$ cat src/rtl/change_dispenser.sv
// change_dispenser: greedy quarter/dime/nickel dispenser with tube-empty fallback and paced pulses.
module change_dispenser #(
    parameter int unsigned GAP_CYCLES = 2
) (
    input  logic        clock,
    input  logic        reset,
    input  logic        start,
    input  logic [31:0] amount,
    input  logic        quarter_empty,
    input  logic        dime_empty,
    input  logic        nickel_empty,
    output logic        coin_quarter,
    output logic        coin_dime,
    output logic        coin_nickel,
    output logic        busy,
    output logic        done,
    output logic        error,
    output logic [31:0] remaining,
    output logic [2:0]  residue,
    output logic [31:0] count_q,
    output logic [31:0] count_d,
    output logic [31:0] count_n
);
    typedef enum logic [2:0] {IDLE, SELECT, PULSE, GAP, DONE} state_t;
    state_t      state;
    logic [31:0] gap_cnt;
    always_ff @(posedge clock) begin
        if (reset) begin
            state        <= IDLE;
            gap_cnt      <= '0;
            coin_quarter <= 1'b0;
            coin_dime    <= 1'b0;
            coin_nickel  <= 1'b0;
            busy         <= 1'b0;
            done         <= 1'b0;
            error        <= 1'b0;
            remaining    <= '0;
            residue      <= '0;
            count_q      <= '0;
            count_d      <= '0;
            count_n      <= '0;
        end else begin
            case (state)
                IDLE: if (start) begin
                    remaining <= amount - (amount % 32'd5);
                    residue   <= 3'(amount % 32'd5);
                    count_q   <= '0;
                    count_d   <= '0;
                    count_n   <= '0;
                    error     <= 1'b0;
                    busy      <= 1'b1;
                    state     <= SELECT;
                end
                // remaining is always a nonzero multiple of 5 past the first test, so a nickel always fits
                SELECT: begin
                    if (remaining == 32'd0) begin
                        done  <= 1'b1;
                        state <= DONE;
                    end else if (remaining >= 32'd25 && !quarter_empty) begin
                        coin_quarter <= 1'b1;
                        state        <= PULSE;
                    end else if (remaining >= 32'd10 && !dime_empty) begin
                        coin_dime <= 1'b1;
                        state     <= PULSE;
                    end else if (!nickel_empty) begin
                        coin_nickel <= 1'b1;
                        state       <= PULSE;
                    end else begin
                        error <= 1'b1;
                        done  <= 1'b1;
                        state <= DONE;
                    end
                end
                PULSE: begin
                    remaining    <= remaining - (coin_quarter ? 32'd25 : coin_dime ? 32'd10 : 32'd5);
                    count_q      <= count_q + {31'd0, coin_quarter};
                    count_d      <= count_d + {31'd0, coin_dime};
                    count_n      <= count_n + {31'd0, coin_nickel};
                    coin_quarter <= 1'b0;
                    coin_dime    <= 1'b0;
                    coin_nickel  <= 1'b0;
                    gap_cnt      <= '0;
                    state        <= (GAP_CYCLES > 0) ? GAP : SELECT;
                end
                GAP: begin
                    gap_cnt <= gap_cnt + 32'd1;
                    if (gap_cnt == 32'(GAP_CYCLES - 1)) state <= SELECT;
                end
                DONE: begin
                    done  <= 1'b0;
                    busy  <= 1'b0;
                    state <= IDLE;
                end
                default: state <= IDLE;
            endcase
        end
    end
endmodule

$ cat config.mk
export PLATFORM = sky130hd
export DESIGN_NAME = change_dispenser
export DESIGN_NICKNAME = d
export VERILOG_FILES = /design/src/rtl/change_dispenser.sv
export SDC_FILE = /design/constraint.sdc
export NUM_CORES = 1
export LEC_CHECK = 0
export ABC_AREA = 0
export CAP_MARGIN = 10
export CORE_UTILIZATION = 30
export CTS_BUF_LIST = sky130_fd_sc_hd__clkbuf_16
export CTS_CLUSTER_DIAMETER = 200
export CTS_CLUSTER_SIZE = 12
export DETAILED_ROUTE_END_ITERATION = 10
export DONT_BUFFER_PORTS = 1
export HOLD_SLACK_MARGIN = 0.02
export PLACE_DENSITY = 0.48
export SYNTH_ARGS = -nofsm -noshare
export SYNTH_HDL_FRONTEND = slang
export SYNTH_SLANG_ARGS = --single-unit
export TNS_END_PERCENT = 5
$ cat constraint.sdc
create_clock -name clock -period 23.4 [get_ports clock]
set_input_delay 3.51 -clock clock [delete_from_list [all_inputs] [get_ports clock]]
set_output_delay 3.51 -clock clock [all_outputs]
set_load 0.01 [all_outputs]
==> implementation parameters, run 1 <==
Parameter                              Value

Placement
  Area post-placement ... 0.0150 mm²
  Hpwl dp ... 32700 µm
  Quantity of I/O buffers inserted on ports ... 0
  Routability cong. ... 0.876

Critical path
  CP most frequent cell ... sky130_fd_sc_hd__o21ai_0
  FF-to-FF Start ... coin_dime$_SDFFE_PP0P_
  Crit Path Class ... input port to register
  CP startpoint ... amount[27]
  Largest stage delay on the critical path ... 0.57 ns
  Required arrival time at the worst endpoint ... 23.72 ns
  Highest-delay cell along the critical path ... sky130_fd_sc_hd__a2111oi_0
  Endpoint of the most critical setup path ... remaining[31]$_SDFFE_PP0P_
  Worst r2r dst ... remaining[27]$_SDFFE_PP0P_
  CP endpoint kind ... register
  Crit path max fanout ... 22
  Reg2Reg Setup Slack ... 19.58 ns
  Number of cells on the worst reg-to-reg path ... 16
  Arr. time, crit path ... 22.20 ns
  Worst setup SP type ... input port

Clocking
  Clk pin slew, worst setup/hold paths ... 0.07 ns
  Number of buffers inserted during clock tree synthesis ... 17
  H-tree level count ... 4
  Longest Clk Path Bufs ... 2
  Worst-Skew Late Latency ... 0.43 ns
  CTS tree ... yes
  Number of clock sinks ... 172
  Cell at the root of the clock tree ... sky130_fd_sc_hd__clkbuf_16

Route
  Met2 Wirelength ... 21100 µm
  Highest routed metal layer ... met4
  Total number of vias ... 15000
  Drt total wl ... 45300 µm
  Detail Route met3 WL ... 3170 µm
  Routed length on met1 ... 20300 µm
  Number of iterations in the first detailed-routing pass ... 7
  Detailed Route Iter0 Violations ... 1218
  Number of design rule violations left after detail routing ... 0
  Antenna viol nets, final ... 0
  Via density ... 5.87
  Per-cell routed wire length ... 17.8 µm

Min path
  Path category of the worst min-delay check ... register to register

Pwr
  Power Dens Cells ... 113 mW/mm²
  Static power due to leakage ... 5.31 nW
  Worst voltage drop across the vdd grid ... 59.1 µV

Synth
  Biggest area consumer among synthesized cells ... sky130_fd_sc_hd__dfxtp_1
  Most common flop cell mapped by yosys ... sky130_fd_sc_hd__dfxtp_1
  Post-synthesis instance area ... 0.0146 mm²
  Largest cells by area after synthesis ... sky130_fd_sc_hd__dfxtp_1, sky130_fd_sc_hd__nor2_1, sky130_fd_sc_hd__a21oi_1
  Asr flop ratio synth ... 0%
  Seq/Total Area, Yosys ... 23.5%
  Number of enable-type register cells in the synthesized netlist ... 0
  Number of library cell types mapped by synthesis ... 119
  Mean cell area of the mapped netlist ... 7.31 µm²
  Share of the synthesized area in the top cell type ... 23.5%
  Net count after synthesis ... 2090
  Count of mapped cells out of synthesis ... 2002
  Count of state elements after synthesis ... 172
  Yosys warning total ... 0

STA
  Fin. max-slew vios ... 0
  Upper clock frequency limit ... 0.0457 GHz
  Total count of hold-check failures in the final report ... 0
  Slew margin rel. ... 21.4%
  Slew of the pin with the lowest slew margin ... 1.18 ns
  RSZ-0062 raised after global routing ... no
  Worst Skew ... 0.0120 ns
  Post-Route Setup TNS ... 0 ns
  Crit path time final ... 21.89 ns
  Final setup viols ... 0
  Fraction of the cycle the final worst path needs ... 93.5%

Layout
  Number of antenna cells inserted ... 0
  Total of fill cells in the finished design ... 5134
  Nets ... 2008
  Final Cell Area ... 0.0156 mm²
  Fraction of layout cells with a size suffix above 1 ... 7.19%
  Syn-to-layout area delta ... 6.78%

Die
  Initial Util ... 30.5%
  Area of the placeable core ... 0.0479 mm²
  Die boundary width ... 223 µm
  I/O Pins ... 175
  Die area ... 0.0497 mm²
  Height of the die ... 223 µm
  # rows ... 80

Global routing
  Combined global-route utilization of all metal layers ... 17.7%
  Number of antenna violations at the first check in global routing ... 0
  GR Overflow Total ... 0
  Via count of the first global-routing pass ... 13700
  First-pass GRT wire length ... 72800 µm
  Pin count of the biggest net entering global routing ... 140

Run status
  Run status ... complete, no violations

Job
  Max_cap viols ... 0
cells in the final DEF (no fill, tap or decap), types with 9 or more instances in the layout:
master / netlist / final
sky130_fd_sc_hd__ha_1: 48 / 48
sky130_fd_sc_hd__o21a_1: 27 / 27
sky130_fd_sc_hd__and2_1: 28 / 28
sky130_fd_sc_hd__xnor2_1: 25 / 25
sky130_fd_sc_hd__o31ai_1: 14 / 14
sky130_fd_sc_hd__nand3b_1: 16 / 16
sky130_fd_sc_hd__nand3_1: 142 / 141
sky130_fd_sc_hd__a21o_1: 24 / 24
sky130_fd_sc_hd__nor3_1: 58 / 58
sky130_fd_sc_hd__a21oi_1: 153 / 153
sky130_fd_sc_hd__a221oi_1: 12 / 12
sky130_fd_sc_hd__a311oi_1: 19 / 19
sky130_fd_sc_hd__nor2b_1: 14 / 14
sky130_fd_sc_hd__a31oi_1: 28 / 28
sky130_fd_sc_hd__mux2i_1: 17 / 17
sky130_fd_sc_hd__nand2_1: 162 / 161
sky130_fd_sc_hd__a21boi_0: 9 / 9
sky130_fd_sc_hd__o31a_1: 19 / 18
sky130_fd_sc_hd__nor2_1: 217 / 214
sky130_fd_sc_hd__nand4_1: 33 / 33
sky130_fd_sc_hd__a211oi_1: 23 / 23
sky130_fd_sc_hd__nor4_1: 23 / 23
sky130_fd_sc_hd__a311o_1: 9 / 9
sky130_fd_sc_hd__nand2b_1: 20 / 20
sky130_fd_sc_hd__clkbuf_16: 0 / 17
sky130_fd_sc_hd__and3_1: 41 / 40
sky130_fd_sc_hd__dfxtp_1: 172 / 172
sky130_fd_sc_hd__inv_1: 77 / 77
sky130_fd_sc_hd__xor2_1: 28 / 28
sky130_fd_sc_hd__or2_2: 22 / 22
sky130_fd_sc_hd__o211ai_1: 34 / 34
sky130_fd_sc_hd__or3_1: 38 / 38
sky130_fd_sc_hd__a2111oi_0: 9 / 9
sky130_fd_sc_hd__o21ai_0: 113 / 113
final cells by class:
type / count / area [µm²] / share of cell area, %
Multi-Input combinational cell: 1640 / 10500 / 67.1
Timing Repair Buffer: 8 / 60.1 / 0.384
Sequential cell: 172 / 3440 / 22.0
Inverter: 81 / 304 / 1.94
Tap cell: 615 / 769 / 4.92
Clock inverter: 15 / 144 / 0.920
Clock buffer: 17 / 425 / 2.72
sequential cells by signal, summed over array words and instances (netlist names), 3 cells and up:
name and cells:
remaining 32, count_n 32, residue 3, state 3, count_q 32, count_d 32, gap_cnt 32
metal layers:
metal  up-vias  global-route usage (%)
met1      7142                    22.6
li1       7399                       -
met2       378                    29.2
met4         0                    5.16
met3        48                    4.60
met5         -                       0
cells in the mapped netlist, types with 17 or more instances:
cell                       number
sky130_fd_sc_hd__a31oi_1       28
sky130_fd_sc_hd__or3_1         38
sky130_fd_sc_hd__nand2_1      162
sky130_fd_sc_hd__o31a_1        19
sky130_fd_sc_hd__xor2_1        28
sky130_fd_sc_hd__clkbuf_1      84
sky130_fd_sc_hd__o21a_1        27
sky130_fd_sc_hd__or2_2         22
sky130_fd_sc_hd__a211oi_1      23
sky130_fd_sc_hd__a21o_1        24
sky130_fd_sc_hd__o21ai_0      113
sky130_fd_sc_hd__a21oi_1      153
sky130_fd_sc_hd__and3_1        41
sky130_fd_sc_hd__nand4_1       33
sky130_fd_sc_hd__ha_1          48
sky130_fd_sc_hd__a311oi_1      19
sky130_fd_sc_hd__o211ai_1      34
sky130_fd_sc_hd__nor2_1       217
sky130_fd_sc_hd__xnor2_1       25
sky130_fd_sc_hd__nand3_1      142
sky130_fd_sc_hd__nor4_1        23
sky130_fd_sc_hd__nor3_1        58
sky130_fd_sc_hd__nand2b_1      20
sky130_fd_sc_hd__and2_1        28
sky130_fd_sc_hd__dfxtp_1      172
sky130_fd_sc_hd__inv_1         77
sky130_fd_sc_hd__mux2i_1       17
where the power goes:
group	switching (W)	internal [W]	total, W
logic	0.000663	0.000434	0.00110
registers	0.0000649	0.000319	0.000384
clock network	0.000137	0.000142	0.000279
critical path: cells and delay by family:
family                     cells  cell delay (ns)
AOI/OAI and AO/OA             50            11.55
and+or+nand+nor               20             4.63
adders and majority gates      3             0.85
muxes                          2             0.78
xor gates and xnor gates       4             0.70
buffers and inverters          2             0.14
worst min path at each step:
stage	cells after the start	slack [ns]	to	startpoint
after floorplan	2	0.46	gap_cnt[1]$_SDFFE_PP0P_	gap_cnt[1]$_SDFFE_PP0P_
after global placement	2	0.48	gap_cnt[1]$_SDFFE_PP0P_	gap_cnt[1]$_SDFFE_PP0P_
after detailed placement	2	0.49	gap_cnt[1]$_SDFFE_PP0P_	gap_cnt[1]$_SDFFE_PP0P_
after CTS	2	0.50	gap_cnt[7]$_SDFFE_PP0P_	gap_cnt[7]$_SDFFE_PP0P_
after global routing	2	0.53	gap_cnt[1]$_SDFFE_PP0P_	gap_cnt[1]$_SDFFE_PP0P_
final	2	0.50	gap_cnt[7]$_SDFFE_PP0P_	gap_cnt[7]$_SDFFE_PP0P_
cells by family (layout without fill, tap and decap cells):
logic type / count (synthesis) / after routing / synth area share (%)
and+or+nand+nor: 871 / 871 / 30.3
adders and majority gates: 54 / 54 / 4.67
muxes: 27 / 27 / 1.96
DFF: 172 / 172 / 23.5
AOI/OAI and AO/OA: 635 / 635 / 31.1
buffers and inverters: 190 / 121 / 5.25
xor gates and xnor gates: 53 / 53 / 3.17
stage by stage:
stage / cells / hold WS, ns / setup WS [ns] / power (W) / utilization (%)
after floorplan: 2002 / 0.462 / 3.51 / 0.00125 / -
after global placement: 2516 / 0.478 / 1.36 / 0.00147 / 31.4
after detailed placement: 2516 / 0.490 / 0.804 / 0.00147 / 31.4
after CTS: 2548 / 0.501 / 1.22 / 0.00176 / 32.5
after global routing: 2548 / 0.535 / 0.00959 / 0.00192 / 32.6
final: 2548 / 0.503 / 1.51 / 0.00176 / 32.6
repair_timing:
item	4_1_cts	5_1_grt
setup endpoints to repair	0	4
setup buffers	0	0
resized for setup	0	6
hold buffers	0	0
Power figures use the tool's default switching activity.
==> run 2: changes to the inputs <==
- SLEW_MARGIN: default -> 20
==> implementation parameters, run 2 (synthesized netlist as in run 1, its figures left out) <==
Parameter                              Value

Run status
  Run status ... complete, no violations (unchanged)

Critical path
  CP startpoint ... amount[31] (was amount[27])
  Crit path max fanout ... 22 (unchanged)
  FF-to-FF Start ... coin_quarter$_SDFFE_PP0P_ (was coin_dime$_SDFFE_PP0P_)
  Critical path's top delay family ... compound AO/OA/AOI/OAI gates (unchanged)
  Critical path depth ... 81 (unchanged)
  Required arrival time at the worst endpoint ... 23.73 ns (was 23.72 ns)
  Reg2Reg Setup Slack ... 19.62 ns (was 19.58 ns)
  Arr. time, crit path ... 22.30 ns (was 22.20 ns)
  Crit Path Class ... input port to register (unchanged)
  Worst setup SP type ... input port (unchanged)
  Number of cells on the worst reg-to-reg path ... 17 (was 16)
  Worst r2r dst ... remaining[27]$_SDFFE_PP0P_ (unchanged)
  Endpoint of the most critical setup path ... remaining[31]$_SDFFE_PP0P_ (unchanged)
  Largest stage delay on the critical path ... 0.57 ns (about the same)
  Highest-delay cell along the critical path ... sky130_fd_sc_hd__or4_4 (was sky130_fd_sc_hd__a2111oi_0)
  Number of buffers and inverters on the critical path ... 2 (unchanged)
  CP endpoint kind ... register (unchanged)

Route
  Via density ... 5.85 (was 5.87)
  Per-cell routed wire length ... 17.7 µm (was 17.8 µm)
  Antenna viol nets, final ... 0 (unchanged)
  Total number of vias ... 14900 (was 15000)
  Drt total wl ... 45200 µm (was 45300 µm)
  Number of design rule violations left after detail routing ... 0 (unchanged)
  Number of iterations in the first detailed-routing pass ... 8 (was 7)
  Detailed Route Iter0 Violations ... 1025 (was 1218)

Clocking
  CTS resizes ... 0 (unchanged)
  Number of buffers inserted during clock tree synthesis ... 17 (unchanged)
  CTS tree ... yes (unchanged)
  Cell at the root of the clock tree ... sky130_fd_sc_hd__clkbuf_16 (unchanged)
  Clk pin slew, worst setup/hold paths ... 0.07 ns (about the same)
  Hold Buf Count CTS ... 0 (unchanged)
  Longest Clk Path Bufs ... 2 (unchanged)
  H-tree level count ... 4 (unchanged)
  Setup repair bufs after CTS ... 0 (unchanged)
  Worst-Skew Late Latency ... 0.44 ns (was 0.43 ns)
  Number of clock sinks ... 172 (unchanged)

STA
  Post-Route Setup TNS ... 0 ns (unchanged)
  RSZ-0062 raised after global routing ... no (unchanged)
  Slew margin rel. ... 36.3% (was 21.4%)
  Fin. max-slew vios ... 0 (unchanged)
  Final worst setup slack ... 1.43 ns (was 1.51 ns)
  Crit path time final ... 21.97 ns (was 21.89 ns)
  Slew of the pin with the lowest slew margin ... 0.949 ns (was 1.18 ns)
  Final setup viols ... 0 (unchanged)
  WHS ... 0.498 ns (was 0.503 ns)
  Worst Skew ... 0.0141 ns (was 0.0120 ns)
  Upper clock frequency limit ... 0.0455 GHz (was 0.0457 GHz)
  Total count of hold-check failures in the final report ... 0 (unchanged)
  Fraction of the cycle the final worst path needs ... 93.9% (was 93.5%)

Layout
  Final Cell Area ... 0.0156 mm² (about the same)
  Nets ... 2008 (unchanged)
  Most common library cell in the layout ignoring fill and taps ... sky130_fd_sc_hd__nor2_1 (unchanged)
  Fraction of layout cells with a size suffix above 1 ... 7.24% (was 7.19%)
  Most frequent cells in the layout ... sky130_fd_sc_hd__nor2_1, sky130_fd_sc_hd__dfxtp_1, sky130_fd_sc_hd__nand2_1, sky130_fd_sc_hd__a21oi_1, sky130_fd_sc_hd__nand3_1 (unchanged)
  Syn-to-layout area delta ... 6.71% (was 6.78%)

Global routing
  Combined global-route utilization of all metal layers ... 17.7% (about the same)
  First-pass GRT wire length ... 72800 µm (about the same)
  Number of antenna violations at the first check in global routing ... 2 (was 0)
  Grt peak-use layer ... met2 (unchanged)
  GR Overflow Total ... 0 (unchanged)
  Global Route met3 Usage ... 4.66% (was 4.60%)
  Met2 usage ... 29.2% (about the same)
  Pin count of the biggest net entering global routing ... 140 (unchanged)
  Via count of the first global-routing pass ... 13700 (about the same)
  Routing usage on met1 ... 22.6% (about the same)

Pwr
  Power Dens Cells ... 112 mW/mm² (was 113 mW/mm²)
  Static power due to leakage ... 5.28 nW (was 5.31 nW)
  Worst voltage drop across the vdd grid ... 55.3 µV (was 59.1 µV)

Min path
  Path category of the worst min-delay check ... register to register (unchanged)

Die
  Die area ... 0.0497 mm² (unchanged)
  # rows ... 80 (unchanged)
  Die boundary width ... 223 µm (unchanged)
  Initial Util ... 30.5% (unchanged)
  I/O Pins ... 175 (unchanged)
  Height of the die ... 223 µm (unchanged)
  Area of the placeable core ... 0.0479 mm² (unchanged)

Placement
  Area post-placement ... 0.0150 mm² (about the same)
  Quantity of I/O buffers inserted on ports ... 0 (unchanged)
  Hpwl dp ... 32700 µm (about the same)
  Pre-CTS setup slack ... 0.818 ns (was 0.804 ns)
  Routability cong. ... 0.876 (unchanged)

Job
  Max_cap viols ... 0 (unchanged)
==> run 2: cell types whose count changed in the layout (fill, tap and decap cells not counted), sizes merged <==
cell,previous run,this run
bufinv,0,1
clkinvlp,0,5
diode,0,1
inv,87,81
==> run 2: how the worst min path moves through the flow <==
| stage | cells after the start | end | slack [ns] | startpoint |
|---|---|---|---|---|
| after floorplan | 2 | gap_cnt[1]$_SDFFE_PP0P_ | 0.46 | gap_cnt[1]$_SDFFE_PP0P_ |
| after global placement | 2 | gap_cnt[1]$_SDFFE_PP0P_ | 0.48 | gap_cnt[1]$_SDFFE_PP0P_ |
| after detailed placement | 2 | gap_cnt[1]$_SDFFE_PP0P_ | 0.49 | gap_cnt[1]$_SDFFE_PP0P_ |
| after CTS | 2 | gap_cnt[1]$_SDFFE_PP0P_ | 0.50 | gap_cnt[1]$_SDFFE_PP0P_ |
| after global routing | 2 | gap_cnt[1]$_SDFFE_PP0P_ | 0.53 | gap_cnt[1]$_SDFFE_PP0P_ |
| final | 2 | gap_cnt[1]$_SDFFE_PP0P_ | 0.50 | gap_cnt[1]$_SDFFE_PP0P_ |
==> run 2: power breakdown <==
part | switching [W] | leakage (nW) | total [W] | internal [W]
logic | 0.000661 | 3.63 | 0.00109 | 0.000433
registers | 0.0000647 | 1.39 | 0.000384 | 0.000319
clock network | 0.000129 | 0.264 | 0.000278 | 0.000148
total | 0.000855 | 5.28 | 0.00176 | 0.000900
==> run 2: worst register-to-register path, stage by stage (launching register included) <==
cell and delay, ns:
sky130_fd_sc_hd__dfxtp_1 0.51, sky130_fd_sc_hd__inv_1 0.12, sky130_fd_sc_hd__nand2_1 0.13, sky130_fd_sc_hd__ha_1 0.24, sky130_fd_sc_hd__a21o_1 0.18, sky130_fd_sc_hd__a21oi_1 0.23
sky130_fd_sc_hd__o21bai_1 0.09, sky130_fd_sc_hd__a21oi_1 0.37, sky130_fd_sc_hd__nand2_1 0.19, sky130_fd_sc_hd__nor2_1 0.25, sky130_fd_sc_hd__nand2_1 0.20, sky130_fd_sc_hd__nor2_1 0.27
sky130_fd_sc_hd__and2_1 0.25, sky130_fd_sc_hd__nand2_1 0.09, sky130_fd_sc_hd__o21ai_0 0.14, sky130_fd_sc_hd__nand2_1 0.07, sky130_fd_sc_hd__a221oi_1 0.31, sky130_fd_sc_hd__nor2_1 0.06
==> run 2: routing by layer <==
layer	vias up	wire, µm
met2	384	21300
met5	-	13
met4	2	639
met3	30	3080
met1	7105	20200
li1	7400	-
==> run 2: stage by stage <==
step,utilization [%],std cells,total power [W]
floorplan,-,2002,0.00125
global placement,31.4,2516,0.00147
detailed placement,31.4,2516,0.00147
CTS,32.6,2548,0.00176
global route,32.6,2549,0.00192
finish,32.6,2549,0.00176
==> run 2: area by class of cell <==
class                   count  area (µm²)
clock inverters            15         141
multi-input cells        1640       10500
diodes                      1        2.50
fillers                  5089       32300
inverters                  81         304
repair buffers              8        60.1
flip-flops and latches    172        3440
well taps                 615         769
clock buffers              17         425
